==> config.mk <==
export PLATFORM = sky130hd
export DESIGN_NAME = ps2_mouse_pkt_ctrl
export DESIGN_NICKNAME = d
export VERILOG_FILES = /design/src/rtl/ps2_pkg.sv /design/src/rtl/ps2_clk_filter.sv /design/src/rtl/ps2_mouse_pkt_ctrl.sv
export SDC_FILE = /design/constraint.sdc
export NUM_CORES = 1
export LEC_CHECK = 0
export ABC_CLOCK_PERIOD_IN_PS = 2600
export CORE_ASPECT_RATIO = 0.75
export CORE_UTILIZATION = 55
export CTS_CLUSTER_DIAMETER = 50
export DETAILED_ROUTE_END_ITERATION = 7
export DONT_BUFFER_PORTS = 1
export PLACE_DENSITY = 0.7
export SYNTH_ARGS = -nofsm -noshare
export SYNTH_HDL_FRONTEND = slang
export SYNTH_SLANG_ARGS = --single-unit
==> constraint.sdc <==
create_clock -name ck -period 2.6 [get_ports ck]
set_clock_uncertainty 0.1 [all_clocks]
set_input_delay 0.26 -clock ck [delete_from_list [all_inputs] [get_ports ck]]
set_output_delay 0.26 -clock ck [all_outputs]
set_load 0.05 [all_outputs]
==> src/rtl/ps2_pkg.sv <==
// Shared definitions for the PS/2 mouse packet receiver:
// FSM states, error codes, frame/packet geometry and a parity helper.
package ps2_pkg;

   typedef enum logic [2:0] {
      ST_IDLE,
      ST_DATA,
      ST_PARITY,
      ST_STOP,
      ST_BYTE_DONE
   } ps2_state_t;

   localparam logic [2:0] ERR_NONE    = 3'd0;
   localparam logic [2:0] ERR_PARITY  = 3'd1;
   localparam logic [2:0] ERR_STOP    = 3'd2;
   localparam logic [2:0] ERR_TIMEOUT = 3'd3;
   localparam logic [2:0] ERR_SYNC    = 3'd4;

   // start + 8 data + parity + stop
   localparam int PS2_FRAME_BITS = 11;
   localparam int PKT_BYTES      = 3;
   // byte0 bit that is always 1 in a PS/2 mouse packet
   localparam int SYNC_BIT       = 3;

   // Odd parity: data bits together with the parity bit hold an odd number of ones.
   function automatic logic parity_ok(input logic [7:0] b, input logic p);
      return ^{b, p};
   endfunction

endpackage

==> src/rtl/ps2_clk_filter.sv <==
// PS/2 pin front end: 2-FF synchronizers on clock and data, stability filter on clock.
// Ports: ck, reset | ps2_clk, ps2_data (raw pins) | fall (1-cycle pulse), data (aligned sample).
module ps2_clk_filter #(
   parameter int FILTER_LEN = 4
) (
   input  logic ck,
   input  logic reset,
   input  logic ps2_clk,
   input  logic ps2_data,
   output logic fall,
   output logic data
);

   localparam int CW = $clog2(FILTER_LEN + 1);

   logic [1:0]    clk_s;
   logic [1:0]    dat_s;
   logic          clk_f;
   logic [CW-1:0] cnt;

   // A new level on the synchronized clock is accepted only after it has
   // differed from the filtered level for FILTER_LEN consecutive cycles.
   // fall and data are registered together so data is the value present
   // when the falling edge was accepted.
   always_ff @(posedge ck) begin
      if (reset) begin
         clk_s <= 2'b11;
         dat_s <= 2'b11;
         clk_f <= 1'b1;
         cnt   <= '0;
         fall  <= 1'b0;
         data  <= 1'b1;
      end else begin
         clk_s <= {clk_s[0], ps2_clk};
         dat_s <= {dat_s[0], ps2_data};
         data  <= dat_s[1];
         fall  <= 1'b0;
         if (clk_s[1] == clk_f) begin
            cnt <= '0;
         end else if (cnt == CW'(FILTER_LEN - 1)) begin
            cnt   <= '0;
            clk_f <= clk_s[1];
            fall  <= clk_f;
         end else begin
            cnt <= cnt + 1'b1;
         end
      end
   end

endmodule

==> src/rtl/ps2_mouse_pkt_ctrl.sv <==
// PS/2 mouse receiver: frames 11-bit words, checks start/parity/stop, builds 3-byte packets.
// Ports: ck, reset | ps2_clk, ps2_data | pkt_valid, pkt_data, btn, dx, dy | err, err_code, busy.
module ps2_mouse_pkt_ctrl
   import ps2_pkg::*;
#(
   parameter int FILTER_LEN  = 4,
   parameter int TIMEOUT_CYC = 3400
) (
   input  logic        ck,
   input  logic        reset,
   input  logic        ps2_clk,
   input  logic        ps2_data,
   output logic        pkt_valid,
   output logic [23:0] pkt_data,
   output logic [2:0]  btn,
   output logic [8:0]  dx,
   output logic [8:0]  dy,
   output logic        err,
   output logic [2:0]  err_code,
   output logic        busy
);

   localparam int         DATA_BITS = PS2_FRAME_BITS - 3;
   localparam int         WDW       = $clog2(TIMEOUT_CYC + 1);
   localparam logic [1:0] LAST_IDX  = 2'(PKT_BYTES - 1);

   logic fall;
   logic sdata;

   ps2_clk_filter #(
      .FILTER_LEN (FILTER_LEN)
   ) u_filt (
      .ck       (ck),
      .reset    (reset),
      .ps2_clk  (ps2_clk),
      .ps2_data (ps2_data),
      .fall     (fall),
      .data     (sdata)
   );

   ps2_state_t     state, state_n;
   logic [2:0]     bitcnt, bitcnt_n;
   logic [7:0]     shreg, shreg_n;
   logic           par, par_n;
   logic [1:0]     idx, idx_n;
   logic [7:0]     b0, b0_n;
   logic [7:0]     b1, b1_n;
   logic [WDW-1:0] wd, wd_n;
   logic           err_n;
   logic [2:0]     code_n;
   logic           pv_n;
   logic [23:0]    pkt_n;

   always_ff @(posedge ck) begin
      if (reset) begin
         state     <= ST_IDLE;
         bitcnt    <= '0;
         shreg     <= '0;
         par       <= 1'b0;
         idx       <= '0;
         b0        <= '0;
         b1        <= '0;
         wd        <= '0;
         err       <= 1'b0;
         err_code  <= ERR_NONE;
         pkt_valid <= 1'b0;
         pkt_data  <= '0;
      end else begin
         state     <= state_n;
         bitcnt    <= bitcnt_n;
         shreg     <= shreg_n;
         par       <= par_n;
         idx       <= idx_n;
         b0        <= b0_n;
         b1        <= b1_n;
         wd        <= wd_n;
         err       <= err_n;
         err_code  <= code_n;
         pkt_valid <= pv_n;
         pkt_data  <= pkt_n;
      end
   end

   always_comb begin
      state_n  = state;
      bitcnt_n = bitcnt;
      shreg_n  = shreg;
      par_n    = par;
      idx_n    = idx;
      b0_n     = b0;
      b1_n     = b1;
      wd_n     = wd;
      err_n    = 1'b0;
      code_n   = err_code;
      pv_n     = 1'b0;
      pkt_n    = pkt_data;

      unique case (state)
         ST_IDLE: begin
            // a high level on an edge is line noise, not a start bit
            if (fall && !sdata) begin
               state_n  = ST_DATA;
               bitcnt_n = '0;
            end
         end
         ST_DATA: begin
            if (fall) begin
               shreg_n  = {sdata, shreg[7:1]};
               bitcnt_n = bitcnt + 1'b1;
               if (bitcnt == 3'(DATA_BITS - 1)) begin
                  state_n = ST_PARITY;
               end
            end
         end
         ST_PARITY: begin
            if (fall) begin
               par_n   = sdata;
               state_n = ST_STOP;
            end
         end
         ST_STOP: begin
            if (fall) begin
               if (!parity_ok(shreg, par)) begin
                  err_n   = 1'b1;
                  code_n  = ERR_PARITY;
                  idx_n   = '0;
                  state_n = ST_IDLE;
               end else if (!sdata) begin
                  err_n   = 1'b1;
                  code_n  = ERR_STOP;
                  idx_n   = '0;
                  state_n = ST_IDLE;
               end else begin
                  state_n = ST_BYTE_DONE;
               end
            end
         end
         ST_BYTE_DONE: begin
            state_n = ST_IDLE;
            if (idx == '0 && !shreg[SYNC_BIT]) begin
               // misaligned first byte: drop it and keep hunting for byte0
               err_n  = 1'b1;
               code_n = ERR_SYNC;
            end else if (idx == LAST_IDX) begin
               pv_n  = 1'b1;
               pkt_n = {b0, b1, shreg};
               idx_n = '0;
            end else begin
               if (idx == '0) begin
                  b0_n = shreg;
               end else begin
                  b1_n = shreg;
               end
               idx_n = idx + 1'b1;
            end
         end
         default: begin
            state_n = ST_IDLE;
         end
      endcase

      // An edge always restarts the watchdog, so it beats a coincident timeout.
      // BYTE_DONE is never aborted so err and pkt_valid cannot collide; the
      // >= lets a count that passed the limit there expire on the next cycle.
      if (fall || (state == ST_IDLE && idx == '0)) begin
         wd_n = '0;
      end else if (state != ST_BYTE_DONE &&
                   wd >= WDW'(TIMEOUT_CYC - 1)) begin
         wd_n    = '0;
         state_n = ST_IDLE;
         idx_n   = '0;
         err_n   = 1'b1;
         code_n  = ERR_TIMEOUT;
      end else begin
         wd_n = wd + 1'b1;
      end
   end

   assign btn  = pkt_data[18:16];
   assign dx   = {pkt_data[20], pkt_data[15:8]};
   assign dy   = {pkt_data[21], pkt_data[7:0]};
   assign busy = (state != ST_IDLE) || (idx != '0);

endmodule

==> run_results.csv <==
group,metric,value,unit
hold_path,whs_path_depth,2,
clock_tree,numClockSinks,84,
floorplan,die_h,70.7,um
clock_tree,cts_buffers,9,
synthesis,syn_area,3460,um^2
drt,routed_wl,6280,um
synthesis,syn_nets,413,
drt,via_count,2522,
floorplan,std_cell_rows,24,
worst_setup_path,cp_max_fo,8,
cells_and_area,area_growth,8.10,%
sta,fin_setup_tns,0,ns
clock_tree,cts_setup_buffers,0,
clock_tree,cts_max_level,3,
cells_and_area,layout_commonest_cell,"nand2_1",
cells_and_area,nNetsFinal,405,
floorplan,die-area,6620,um^2
sta,rsz0062_at_grt,"false",
global_routing,grt_usage,20.4,%
sta,relSlewSlack,35.4,%
synthesis,synth_top_family_by_area,"simple AND/OR/NAND/NOR gates",
cells_and_area,n_antenna_cell,0,
drt,via_per_inst,5.27,
synthesis,yosys_warnings,0,
floorplan,initial_utilization,58.2,%
sta,setup-violations-final,0,
synthesis,synth-edff-count,0,
power_and_ir_drop,irDropWorstVdd,0.400,mV
global_routing,grt_overflow,0,
synthesis,ys_seq_elements,84,
power_and_ir_drop,p_per_area,634,nW/um^2
cells_and_area,final_core_util,62.9,%
worst_setup_path,arrival,1.77,ns
place,gp_congestion,0.811,
sta,hold_viol_final,0,
drt,first_pass_iters,4,
synthesis,yosys.area_share.adder,1.81,%
drt,antenna_left,0,
worst_setup_path,r2r_cells,5,
drt,drt_iter0_drc,140,
clock_tree,ctsLongestPathBuffers,2,
synthesis,async_flop_share,0,%
synthesis,synth_cell_types,45,
clock_tree,hold_buffers,3,
synthesis,syn-mean-instance-area,8.57,um^2
place,io_buffers,0,
drt,remaining_drc_errors,0,
global_routing,grt_max_degree,65,
clock_tree,cts_tree,"done",
sta,fmax,469,MHz
synthesis,synth-simple-area-share,22.0,%
power_and_ir_drop,power,2370,uW
synthesis,synth_mux_area_share,2.93,%
synthesis,synthCells,404,
worst_setup_path,start_kind,"flop",
worst_setup_path,cp-end-kind,"output pin",
synthesis,synth_compound_area_share,11.6,%
global_routing,grt_pass1_vias,2244,
cells_and_area,drive_gt1_share,11.2,%
outcome,status,"finished clean",
clock_tree,clock_latency,0.34,ns
global_routing,grt_antenna_before_repair,0,
power_and_ir_drop,p_leak,0.00144,uW
sta,worst_pin_slew,0.968,ns
synthesis,ys_seq_area_share,48.6,%
drt,post_drt_wl_per_cell,13.1,um
hold_path,worstHoldPathType,"primary input to flop",
sta,drv_slew,0,
sta,min_period,2.13,ns
worst_setup_path,critPathKind,"flop to output pin",
clock_tree,clk_pin_slew_worst_paths,0.08,ns
worst_setup_path,required,2.24,ns
floorplan,die_x,93.6,um
sta,finalCritPeriodShare,81.9,%
floorplan,io_pins,55,
place,dpl.hpwl,4060,um
synthesis,synth_flop_cell,"dfxtp_1",
synthesis,synthXorXnorAreaFrac,5.10,%
floorplan,core_region_area,5950,um^2
cells_and_area,final_cell_mix,"91 x nand2_1, 84 x dfxtp_1, 51 x a21oi_1, 33 x nor2_1, 19 x buf_4",
clock_tree,post_cts_resized,0,
clock_tree,root_buffer,"clkbuf_8",
flow_run,cap_viol_max_count,0,
global_routing,grt_pass1_wl,10600,um
==> path summary, 6_finish.rpt <==
path                         from         endpoint  slack, ns
setup / recovery           idx[0]             busy       0.47
hold / removal              reset    u_filt.cnt[1]       0.02
setup reg to reg         state[2]         state[0]       0.47
hold reg to reg   u_filt.dat_s[0]  u_filt.dat_s[1]       0.31
==> kinds of logic after synthesis <==
family	Yosys count
flip-flops	84
buffers and inverters	50
AO/OA/AOI/OAI	70
AND/OR/NAND/NOR	168
multiplexers	10
XOR/XNOR	17
adder cells (fa/ha/maj)	5
==> sequential cells by signal, summed over array words and instances, names as in the netlist <==
name          cells
pkt_valid         1
par               1
u_filt.clk_f      1
b0                8
u_filt.fall       1
shreg             8
u_filt.cnt        3
idx               2
err_code          3
bitcnt            3
u_filt.dat_s      2
wd               12
u_filt.clk_s      2
state             3
err               1
b1                8
pkt_data         24
u_filt.data       1
==> per-stage QoR <==
step                      instances  hold slack (ns)  cell area (um^2)  worst slack, ns
after floorplan                 404            0.264              3460            0.755
after global placement          460            0.237              3460            0.620
after detailed placement        460            0.241              3460            0.533
after CTS                       479           0.0139              3740            0.461
after global routing            479           0.0138              3740            0.305
final                           479           0.0223              3740            0.470
==> critical path, stage by stage, from the launching register on <==
cell and delay (ns):
dfxtp_1 0.37, or2_1 0.27, nor4_1 0.41, inv_1 0.37
==> where the power goes <==
| group | total, uW | switching [uW] | internal [uW] |
|---|---|---|---|
| logic | 28.5 | 17.9 | 10.6 |
| clock network | 1050 | 455 | 597 |
| registers | 1290 | 2.20 | 1290 |
==> layer usage <==
metal | routed length [um] | global-route usage [%]
met3 | 297 | 6.24
met5 | 0 | 0
met1 | 3080 | 27.8
met4 | 71 | 7.18
met2 | 2830 | 30.9
==> layout make-up <==
| cell class | count | area [um^2] |
|---|---|---|
| well taps | 78 | 97.6 |
| clock buffers | 11 | 151 |
| fillers | 524 | 2200 |
| clock inverters | 5 | 82.6 |
| flip-flops and latches | 84 | 1680 |
| multi-input cells | 270 | 1500 |
| inverters | 9 | 33.8 |
| repair buffers | 22 | 190 |
==> Yosys cell counts, types with 2 or more instances <==
cell type	number	share of area (%)
a211oi_1	3	0.65
a21oi_1	51	7.4
a311oi_1	2	0.51
a31oi_1	2	0.36
and2_1	2	0.36
and3_1	7	1.3
buf_4	21	4.6
clkbuf_1	18	2.0
dfxtp_1	84	49
ha_1	5	1.8
inv_1	9	0.98
mux2i_1	9	2.6
nand2_1	91	9.9
nand2b_1	2	0.36
nand3_1	5	0.72
nor2_1	33	3.6
nor2b_1	3	0.54
nor3_1	2	0.29
nor3b_1	4	0.87
o211ai_1	3	0.65
o21ai_0	4	0.58
or2_2	6	1.1
or4_1	2	0.43
xnor2_1	10	2.5
xnor3_1	2	1.3
xor2_1	5	1.3
Note: power is estimated with default switching activity, not from simulation.
==> variant (same settings) <==
Add an input register stage for `ps2_data`, with the module's reset; this delays it by one clock. Comments in the files are not updated.
--- a/src/rtl/ps2_mouse_pkt_ctrl.sv
+++ b/src/rtl/ps2_mouse_pkt_ctrl.sv
@@ -24,6 +24,16 @@
    localparam int         WDW       = $clog2(TIMEOUT_CYC + 1);
    localparam logic [1:0] LAST_IDX  = 2'(PKT_BYTES - 1);
 
+   logic ps2_data_q;
+
+   always_ff @(posedge ck) begin
+      if (reset) begin
+         ps2_data_q <= '0;
+      end else begin
+         ps2_data_q <= ps2_data;
+      end
+   end
+
    logic fall;
    logic sdata;
 
@@ -33,7 +43,7 @@
       .ck       (ck),
       .reset    (reset),
       .ps2_clk  (ps2_clk),
-      .ps2_data (ps2_data),
+      .ps2_data (ps2_data_q),
       .fall     (fall),
       .data     (sdata)
    );
Formal check against the unedited RTL: not equivalent (Yosys sat finds a counterexample within 10 cycles, from zero or initial values and one cycle with reset high).
==> variant against the original RTL <==
Utilization is 0.25 points higher. Wire length is 2.2% lower. Sequential cell count is 1 higher. Setup slack worse by 0.057 ns. Count of clock-buffer cells in the layout is 1 higher. Final area is 0.40% higher. Die area is 0.60% higher. First-iteration DRC count is 25% lower. Power is 2.5% lower. Area after synthesis is 0.61% higher. Critical path type unchanged. Highest routed layer unchanged.
==> variant: results (changes against the original RTL) <==
Run status
  – Status: completed

Clock tree
  – Worst skew pair latency: 0.34 ns (about the same)
  – Root buffer cell: clkbuf_8
  – # H-tree levels: 3 (unchanged)
  – Inserted Clock Buffers: 9 (unchanged)

Timing
  – Slew at the pin closest to its max-slew limit: 0.992 ns (+0.0239 ns)

Placed design
  – DP HPWL: 4040 microns (-0.50%)
  – Port Buffer Count: 0 (unchanged)
  – GPL Wtd Cong: 0.788 (-2.8%)
  – Placed cell count: 463 (+0.65%)

Worst setup path
  – Max incr delay on CP: 0.46 ns (+0.05 ns)
  – Critical Path Slowest Stage Cell: nor4_1
  – CP top delay family: simple AND/OR/NAND/NOR gates
  – Critical path arrival: 1.83 ns (+0.06 ns)

Drt
  – DRC: 0 (unchanged)
  – Met2 WL: 2680 microns (-5.2%)
  – Met3 wire len: 272 microns (-8.4%)
  – Drt pass-1 iters: 4 (unchanged)
  – Initial detailed-routing violation count: 105 (-25%)
  – Via count: 2520 (-0.079%)
  – Total wire length: 6150 microns (-2.2%)
  – DRT met1 WL: 3150 microns (+2.2%)

Synthesis
  – Synthesized instance count: 406 (+0.50%)
  – Top post-synthesis cells by area: dfxtp_1, nand2_1, a21oi_1
  – Area share of fa/ha/maj cells after synthesis: 1.80% (-0.011 points)
  – Post-Synth XOR/XNOR Area: 5.07% (-0.031 points)
  – Post-synthesis compound-gate area fraction: 11.4% (-0.21 points)
  – Post-synthesis mux area share: 2.91% (-0.018 points)
  – Synth Net Count: 415 (+0.48%)
  – Top cells by count, synth: nand2_1, dfxtp_1, a21oi_1, nor2_1, buf_4
  – Register area share after synthesis: 48.9% (+0.28 points)

Global routing
  – Vias in the first global route: 2267 (+1.0%)
  – Largest net degree at the start of global routing: 66 (+1.5%)
  – GRT Overall Usage: 20.1% (-0.35 points)
  – First-pass GRT wire length: 10300 microns (-2.2%)

Pwr
  – P_leak: 1.44 nW (+0.34%)
  – Maximum VDD drop: 0.423 mV (+5.8%)

Final layout
  – Final non-filler cell total: 482 (+0.63%)
  – Layout cells sized above 1: 10.9% (-0.33 points)
-- variant: routing by layer --
layer	GRT usage, %	vias up
li1	-	1312
met4	5.98	0
met5	0	-
met2	30.4	46
met1	27.3	1158
met3	6.77	4
-- variant: worst paths after layout --
| check | start | to | slack [ns] | cells after the start |
|---|---|---|---|---|
| worst min register to register | u_filt.dat_s[0] | u_filt.dat_s[1] | 0.31 | 1 |
| worst max-delay path | idx[0] | busy | 0.41 | 3 |
| worst max register to register | state[2] | state[0] | 0.42 | 5 |
| worst min-delay path | reset | u_filt.cnt[2] | 0.03 | 2 |
-- variant: logic make-up (layout without fill, tap and decap cells) --
family	count (synthesis)	in the layout
flip-flops	85	85
adder cells (fa/ha/maj)	5	5
AND/OR/NAND/NOR	169	169
XOR/XNOR	17	17
multiplexers	10	10
AO/OA/AOI/OAI	70	70
buffers and inverters	50	48
-- variant: final cells by class --
type	count	area, sq um
fill	527	2190
clock inverter	4	55.1
sequential	85	1700
timing repair buffer	23	198
tap	78	97.6
clock buffer	12	165
multi-input combinational	271	1510
inverter	9	33.8
-- variant: per-stage QoR --
step	area, sq um	utilization (%)	hold slack [ns]	setup slack [ns]	power (mW)
2_1_floorplan	3480	-	0.264	0.755	1.36
3_3_place_gp	3490	58.7	0.239	0.528	1.35
3_5_place_dp	3490	58.7	0.240	0.527	1.35
4_1_cts	3760	63.2	0.0136	0.404	2.34
5_1_grt	3760	63.2	0.0288	0.201	2.39
6_report	3760	63.2	0.0343	0.413	2.31
-- variant: power by group --
part           switching [mW]  internal (mW)  leakage, nW  total, mW
logic                  0.0183         0.0112        0.648     0.0295
registers             0.00265           1.31        0.686       1.31
clock network           0.448          0.526        0.109      0.974
